==> src/rtl/sdram_avalon_bridge.sv <==
// Single-outstanding bridge from the custom-logic SDRAM request port to an
// Avalon-MM master: waitrequest stalls, variable read latency, bounded timeout.
module sdram_avalon_bridge #(
  parameter int unsigned TIMEOUT = 256
) (
  input  logic        clk,
  input  logic        n_rst,
  input  logic        req_read_en,
  input  logic        req_write_en,
  input  logic [25:0] req_address,
  input  logic [31:0] req_writedata,
  output logic [31:0] req_readdata,
  output logic        req_readvalid,
  output logic        req_write_done,
  output logic        req_busy,
  output logic        err_flag,
  output logic [27:0] avm_address,
  output logic        avm_read,
  output logic        avm_write,
  output logic [31:0] avm_writedata,
  output logic [3:0]  avm_byteenable,
  input  logic        avm_waitrequest,
  input  logic [31:0] avm_readdata,
  input  logic        avm_readdatavalid
);
  typedef enum logic [1:0] {IDLE, RD_CMD, RD_WAIT, WR_CMD} state_t;

  // The counter holds 0 in the first busy cycle, so aborting when it shows
  // TIMEOUT-2 makes the abort pulse land TIMEOUT cycles after acceptance.
  localparam logic [15:0] ABORT_CNT = 16'(TIMEOUT - 2);

  state_t      state_q, state_d;
  logic [15:0] count_q, count_d;
  logic [25:0] addr_q, addr_d;
  logic [31:0] wdata_q, wdata_d;
  logic [31:0] rdata_q, rdata_d;
  logic        rvalid_q, rvalid_d;
  logic        wdone_q, wdone_d;
  logic        err_q, err_d;
  logic        read_q, read_d;
  logic        write_q, write_d;
  logic        busy_q, busy_d;
  logic [3:0]  be_q, be_d;
  logic        expired;

  assign expired = (count_q >= ABORT_CNT);

  always_comb begin
    state_d  = state_q;
    count_d  = count_q + 16'd1;
    addr_d   = addr_q;
    wdata_d  = wdata_q;
    rdata_d  = rdata_q;
    rvalid_d = 1'b0;
    wdone_d  = 1'b0;
    err_d    = err_q;

    if (state_q != IDLE && (req_read_en || req_write_en)) err_d = 1'b1;

    case (state_q)
      IDLE: begin
        count_d = '0;
        if (avm_readdatavalid) err_d = 1'b1;
        if (req_read_en) begin
          addr_d  = req_address;
          state_d = RD_CMD;
          if (req_write_en) err_d = 1'b1;
        end else if (req_write_en) begin
          addr_d  = req_address;
          wdata_d = req_writedata;
          state_d = WR_CMD;
        end
      end
      RD_CMD: begin
        if (expired) begin
          rdata_d  = 32'hDEADBEEF;
          rvalid_d = 1'b1;
          err_d    = 1'b1;
          state_d  = IDLE;
        end else if (!avm_waitrequest) begin
          state_d = RD_WAIT;
        end
      end
      RD_WAIT: begin
        if (avm_readdatavalid) begin
          rdata_d  = avm_readdata;
          rvalid_d = 1'b1;
          state_d  = IDLE;
        end else if (expired) begin
          rdata_d  = 32'hDEADBEEF;
          rvalid_d = 1'b1;
          err_d    = 1'b1;
          state_d  = IDLE;
        end
      end
      WR_CMD: begin
        if (avm_readdatavalid) err_d = 1'b1;
        // Acceptance on the timeout edge still counts as a clean completion.
        if (!avm_waitrequest) begin
          wdone_d = 1'b1;
          state_d = IDLE;
        end else if (expired) begin
          wdone_d = 1'b1;
          err_d   = 1'b1;
          state_d = IDLE;
        end
      end
      default: state_d = IDLE;
    endcase

    read_d  = (state_d == RD_CMD);
    write_d = (state_d == WR_CMD);
    busy_d  = (state_d != IDLE);
    be_d    = (read_d || write_d) ? 4'hF : 4'h0;
  end

  always_ff @(posedge clk) begin
    if (!n_rst) begin
      state_q  <= IDLE;
      count_q  <= '0;
      addr_q   <= '0;
      wdata_q  <= '0;
      rdata_q  <= '0;
      rvalid_q <= 1'b0;
      wdone_q  <= 1'b0;
      err_q    <= 1'b0;
      read_q   <= 1'b0;
      write_q  <= 1'b0;
      busy_q   <= 1'b0;
      be_q     <= 4'h0;
    end else begin
      state_q  <= state_d;
      count_q  <= count_d;
      addr_q   <= addr_d;
      wdata_q  <= wdata_d;
      rdata_q  <= rdata_d;
      rvalid_q <= rvalid_d;
      wdone_q  <= wdone_d;
      err_q    <= err_d;
      read_q   <= read_d;
      write_q  <= write_d;
      busy_q   <= busy_d;
      be_q     <= be_d;
    end
  end

  assign req_readdata   = rdata_q;
  assign req_readvalid  = rvalid_q;
  assign req_write_done = wdone_q;
  assign req_busy       = busy_q;
  assign err_flag       = err_q;
  assign avm_address    = {addr_q, 2'b00};
  assign avm_read       = read_q;
  assign avm_write      = write_q;
  assign avm_writedata  = wdata_q;
  assign avm_byteenable = be_q;

endmodule

==> config.mk <==
export PLATFORM = sky130hd
export DESIGN_NAME = sdram_avalon_bridge
export DESIGN_NICKNAME = d
export VERILOG_FILES = /design/src/rtl/sdram_avalon_bridge.sv
export SDC_FILE = /design/constraint.sdc
export NUM_CORES = 1
export LEC_CHECK = 0
export BUFFER_PORTS_ARGS = -buffer_cell sky130_fd_sc_hd__buf_2
export CAP_MARGIN = 40
export CORE_MARGIN = 5
export CORE_UTILIZATION = 47
export DETAILED_ROUTE_END_ITERATION = 10
export PLACE_DENSITY = 0.8
export SLEW_MARGIN = 20
export SYNTH_ARGS = -nofsm -noshare
export SYNTH_HDL_FRONTEND = slang
export SYNTH_SLANG_ARGS = --single-unit
==> constraint.sdc <==
create_clock -name clk -period 1.9 [get_ports clk]
set_input_delay 0.19 -clock clk [delete_from_list [all_inputs] [get_ports clk]]
set_output_delay 0.19 -clock clk [all_outputs]
set_load 0.005 [all_outputs]
Word-level counts from Yosys, hierarchy flattened
Index checks and enable logic that the tools add are counted.
{"block": "classes", "n_eq_ne": 5, "bitwise_logic": 2, "add_sub_neg": 1, "mux": 27, "magnitude_cmp": 1, "reduce_logical": 12}
{"operator": "$mux 32", "count": 2}
{"operator": "$pmux 32 s2", "count": 1}
{"operator": "$mux 26", "count": 2}
{"operator": "$add 16x1->16 const B", "count": 1}
{"operator": "$ge 16x8->1 const B", "count": 1}
{"operator": "$mux 2", "count": 7}
{"operator": "$mux 1", "count": 11}
{"operator": "$pmux 2 s4", "count": 1}
{"operator": "$reduce_bool 2->1", "count": 4}
{"operator": "$eq 2x2->1 const B", "count": 3}
{"operator": "$eq 2x1->1 const B", "count": 2}
{"operator": "$mux 4", "count": 1}
{"operator": "$pmux 1 s4", "count": 1}
{"operator": "$reduce_and 2->1", "count": 2}
{"operator": "$reduce_and 3->1", "count": 1}
{"operator": "$logic_not 2->1", "count": 1}
{"operator": "$logic_or 1x1->1", "count": 2}
{"operator": "$not 1->1", "count": 2}
{"operator": "$pmux 1 s2", "count": 1}
{"operator": "$reduce_or 2->1", "count": 1}
{"operator": "$logic_and 1x1->1", "count": 1}
{"block": "totals", "inputBits": 96, "output_inout_bits": 102, "register_bits": 118, "wordCells": 60}

Longest topological paths before layout
{"block": "logic_depth", "ltp_word": 7, "ltp_mapped": 8, "ltp_nobuf": 6}

Least setup slack after synthesis
Ideal clock, no wire load.
{"block": "synth_path", "path_kind": "flip-flop to flip-flop", "startpoint": "register count_q[10]", "endpoint": "register rdata_q[11] (netlist: req_readdata[11])", "setup_time_ps": 119, "arrival_ps": 1580, "synth_period_minus_slack_ps": 1698, "slack_ps": 202, "path_buffers": 1, "path_stages_with_launch": 6, "required_time_ps": 1781, "path_cell_list": "dfxtp_1 > or4_1 > nor2_4 > a31oi_4 > buf_6 > o221a_2"}
{"block": "synth_between", "elab_chain_cells": 4}
{"item": "from (decl)", "line_no": "33", "source": "logic [15:0] count_q, count_d;"}
{"item": "from (signal assigned)", "line_no": "133", "source": "count_q <= count_d;"}
{"item": "$ge 16x8->1 (*)", "line_no": "46", "source": "assign expired = (count_q >= ABORT_CNT);"}
{"item": "$mux 32 (*)"}
{"item": "$mux 32"}
{"item": "$pmux 32 s2 (*)"}
{"item": "to (signal assigned)", "line_no": "136", "source": "rdata_q <= rdata_d;"}
{"item": "to (decl)", "line_no": "36", "source": "logic [31:0] rdata_q, rdata_d;"}
Mark *: on every way between the ends. The rest lies on a longest branch, timed or not.
A chain may end at the register's enable or synchronous reset.

Worst setup path after layout
{"block": "layout_path", "startpoint": "register count_q[1]", "endpoint": "register count_q[14]"}
{"block": "layout_between", "elab_chain_cells": 1}
{"item": "$add 16x1->16", "line_no": "50", "source": "count_d = count_q + 16'd1;"}
No other way between the ends.

==> summary.md <==
| Metric | Value |
|---|---|
| R2r setup slk | `0.05 ns` |
| Worst Hold Class | `in -> reg` |
| Final worst setup slack | `slightly below 0.05 ns` |
| Diodes inserted | `0` |
| Ys async rst share | `0` |
| Dpl ws | `-0.07363 ns` |
| Fin area | `0.006967 mm²` |
| DIE AREA | `0.01132 mm²` |
| Status | `finished, final reports clean` |
| Final #Nets | `around 900` |
| Fin util | `0.7612` |
| Multi-input logic area | `~0.002 mm²` |
| Crit path kind | `reg -> reg` |
| CTS Buf Count | `17` |
| Max FO, Critical Path | `5` |
| Fin crit share | `0.9741` |
| Vias in the first global route | `approximately 4,900` |
| Sequential Area | `between 0.002 and 0.0025 mm²` |
| Core Area | `about 0.009 mm²` |
| CTS max path bufs | `2` |
| Placed Area | `roughly 0.0054 mm²` |
| Max-slew violation count | `0` |
| Setup crit end kind | `register` |
| Fillcell total | `around 530` |
| Crit-path slowest cell | `dfxtp_1` |
| Num rows | `35` |
| Startpoint class of the critical path | `register` |
| Fmax achieved | `roughly 0.54 GHz` |
| Peak VDD IR | `around 0.78 mV` |
| Power Density | `1209 mW/mm²` |
| Flip-flop and latch count after synthesis | `roughly 120` |
| Commonest non-fill, non-tap cell in the layout | `buf_2` |
| Synthesized area per cell | `between 8 and 9 µm²` |
| Share of cells above drive strength 1 | `0.3520` |
| Number of H-tree levels | `4` |
| DRT iter0 DRCs | `approximately 320` |
| Input/output buffers | `just under 200` |
| Most frequent cells in the layout | `195 x buf_2, 128 x nand2_1, 115 x dfxtp_1` |
| Antenna violations before repair | `0` |
| Initial core utilization | `0.4774` |
| Non-Filler Instances | `roughly 900` |
| DRC viols | `0` |
| Slew @ Worst Pin | `0.5959 ns` |
| Register area share after synthesis | `0.5269` |
| Drt first pass iters | `6` |
| Max_slew headroom | `0.6027` |
| Required @ worst endpoint | `2.32 ns` |
| Final wirelength | `roughly 15 mm` |
| Total GRT Usage | `0.2567` |
| Primary FF master, synth | `dfxtp_1` |
| EDFF count, synth | `0` |
| I/O pins | `between 150 and 200` |
| Total number of yosys warnings | `0` |
| Clock-pin slew on the worst setup and hold paths | `0.05 ns` |
| Design Power | `~8.4 mW` |
| MaxCap Viol Count | `0` |
| Clock root cell | `clkbuf_8` |
| Crit-path cells | `ha_1 -> nand2_1 -> or4_4 -> or3_1 -> a21oi_1` |
| Clock latency at the later pin of the worst-skew pair | `0.51 ns` |
| Final hold violations | `0` |
| Lkg Pwr | `between 3 and 4 nW` |
| Avg WL per Cell | `17.09 µm` |
| Clk_skew | `around 0.0093 ns` |
| Vias per Instance | `5.409` |
| Largest net degree at the start of global routing | `39` |
| RSZ-0062 raised after global routing | `yes` |
| Die height | `~110 µm` |
| DP HPWL | `8.768 mm` |
| Crit path DAT | `2.27 ns` |
| Fin Setup TNS | `0 ns` |
| Total gr overflow | `0` |
| Post-Syn Area | `roughly 0.0044 mm²` |
| Die width | `between 100 and 150 µm` |
| Via Count | `between 4,000 and 5,000` |
| Setup repair bufs after CTS | `0` |
| Distinct cells, synth | `46` |
| Placed insts | `slightly below 800` |
| WHS | `roughly 0.094 ns` |
| Largest stage delay, worst path | `0.48 ns` |
| Gpl congestion | `~0.85` |
| First-pass GRT wire length | `between 20 and 25 mm` |
| Mapped Cells | `~500` |
| DRT antenna net count | `0` |
| Min Tclk post-route | `approximately 1.9 ns` |
| CTS tree | `done` |
| Area growth, synth to finish | `59.45%` |
| # setup viols final | `0` |
| Clk sinks | `between 100 and 150` |
cell usage after synthesis (all sizes together) (2+ instances only):
master	number	area share
a21oi	71	0.081
a31oi	4	0.0092
and2	8	0.011
and3	3	0.0043
buf	7	0.014
clkbuf	26	0.022
clkinv	2	0.0017
dfxtp	115	0.53
ha	6	0.017
inv	7	0.0060
nand2	128	0.11
nand3	8	0.0092
nand4	4	0.0072
nor2	27	0.025
nor2b	2	0.0029
nor3	3	0.0034
o2111ai	2	0.0040
o211ai	2	0.0034
o21ai	15	0.017
o221a	24	0.062
or3	6	0.0086
or4	4	0.0086
xnor2	7	0.014
xor2	2	0.0040
repair_timing:
action,CTS,global route
hold buffers,83,0
gates resized for setup,2,10
gates cloned,0,1
endpoints found under the hold margin,83,0
setup endpoints to repair,10,44
pin swaps,1,1
final cells by class:
type / count / area share
well taps: 111 / 0.01994
flip-flops and latches: 115 / 0.3305
multi-input cells: 343 / 0.2830
clock buffers: 19 / 0.06052
clock inverters: 13 / 0.02640
repair buffers: 288 / 0.2748
inverters: 9 / 0.004849
path summary, 6_finish.rpt:
kind | start | endpoint | cells past startpoint
worst max-delay path | count_q[1]$_SDFF_PP0_ | count_q[14]$_SDFF_PP0_ | 5
worst min-delay path | avm_readdata[14] | req_readdata[14]$_SDFFE_PN0P_ | 4
worst max register to register | count_q[1]$_SDFF_PP0_ | count_q[14]$_SDFF_PP0_ | 5
worst min register to register | addr_q[22]$_SDFFE_PN0P_ | addr_q[22]$_SDFFE_PN0P_ | 2
worst max-delay path: cells and delay by family, from the launching register on:
| family | cells | cell delay, ns |
|---|---|---|
| simple gates | 3 | 0.89 |
| flops | 1 | 0.48 |
| fa+ha+maj | 1 | 0.27 |
| compound gates | 1 | 0.14 |
sequential cells by signal (all words and copies together) (netlist names):
signal	cells
avm_byteenable	1
avm_write	1
req_busy	1
req_readdata	32
count_q	16
req_write_done	1
req_readvalid	1
avm_read	1
addr_q	26
avm_writedata	32
state_q	2
err_flag	1
kinds of logic (layout without fill, tap and decap cells):
logic type | after synthesis | count (layout) | synth area share
buf+inv | 42 | 329 | 0.04382
compound gates | 127 | 128 | 0.1944
fa+ha+maj | 6 | 6 | 0.01718
other cells | 1 | 2 | 0.0008583
xor+xnor | 9 | 9 | 0.01804
flops | 115 | 115 | 0.5269
simple gates | 198 | 198 | 0.1987
report_power, final:
part           internal (mW)  switching (mW)  total [mW]
clock network           2.13            1.11        3.24
logic                  0.975            1.27        2.25
registers               2.74           0.197        2.93
metal layers:
metal | vias up | global-route usage | part of all wire
met5 | - | 0 | 0
met4 | 0 | 0.1425 | 0.045
li1 | 2283 | - | -
met1 | 2264 | 0.2587 | 0.36
met2 | 249 | 0.4783 | 0.54
met3 | 61 | 0.06497 | 0.059
Note: power is estimated with default switching activity, not from simulation.
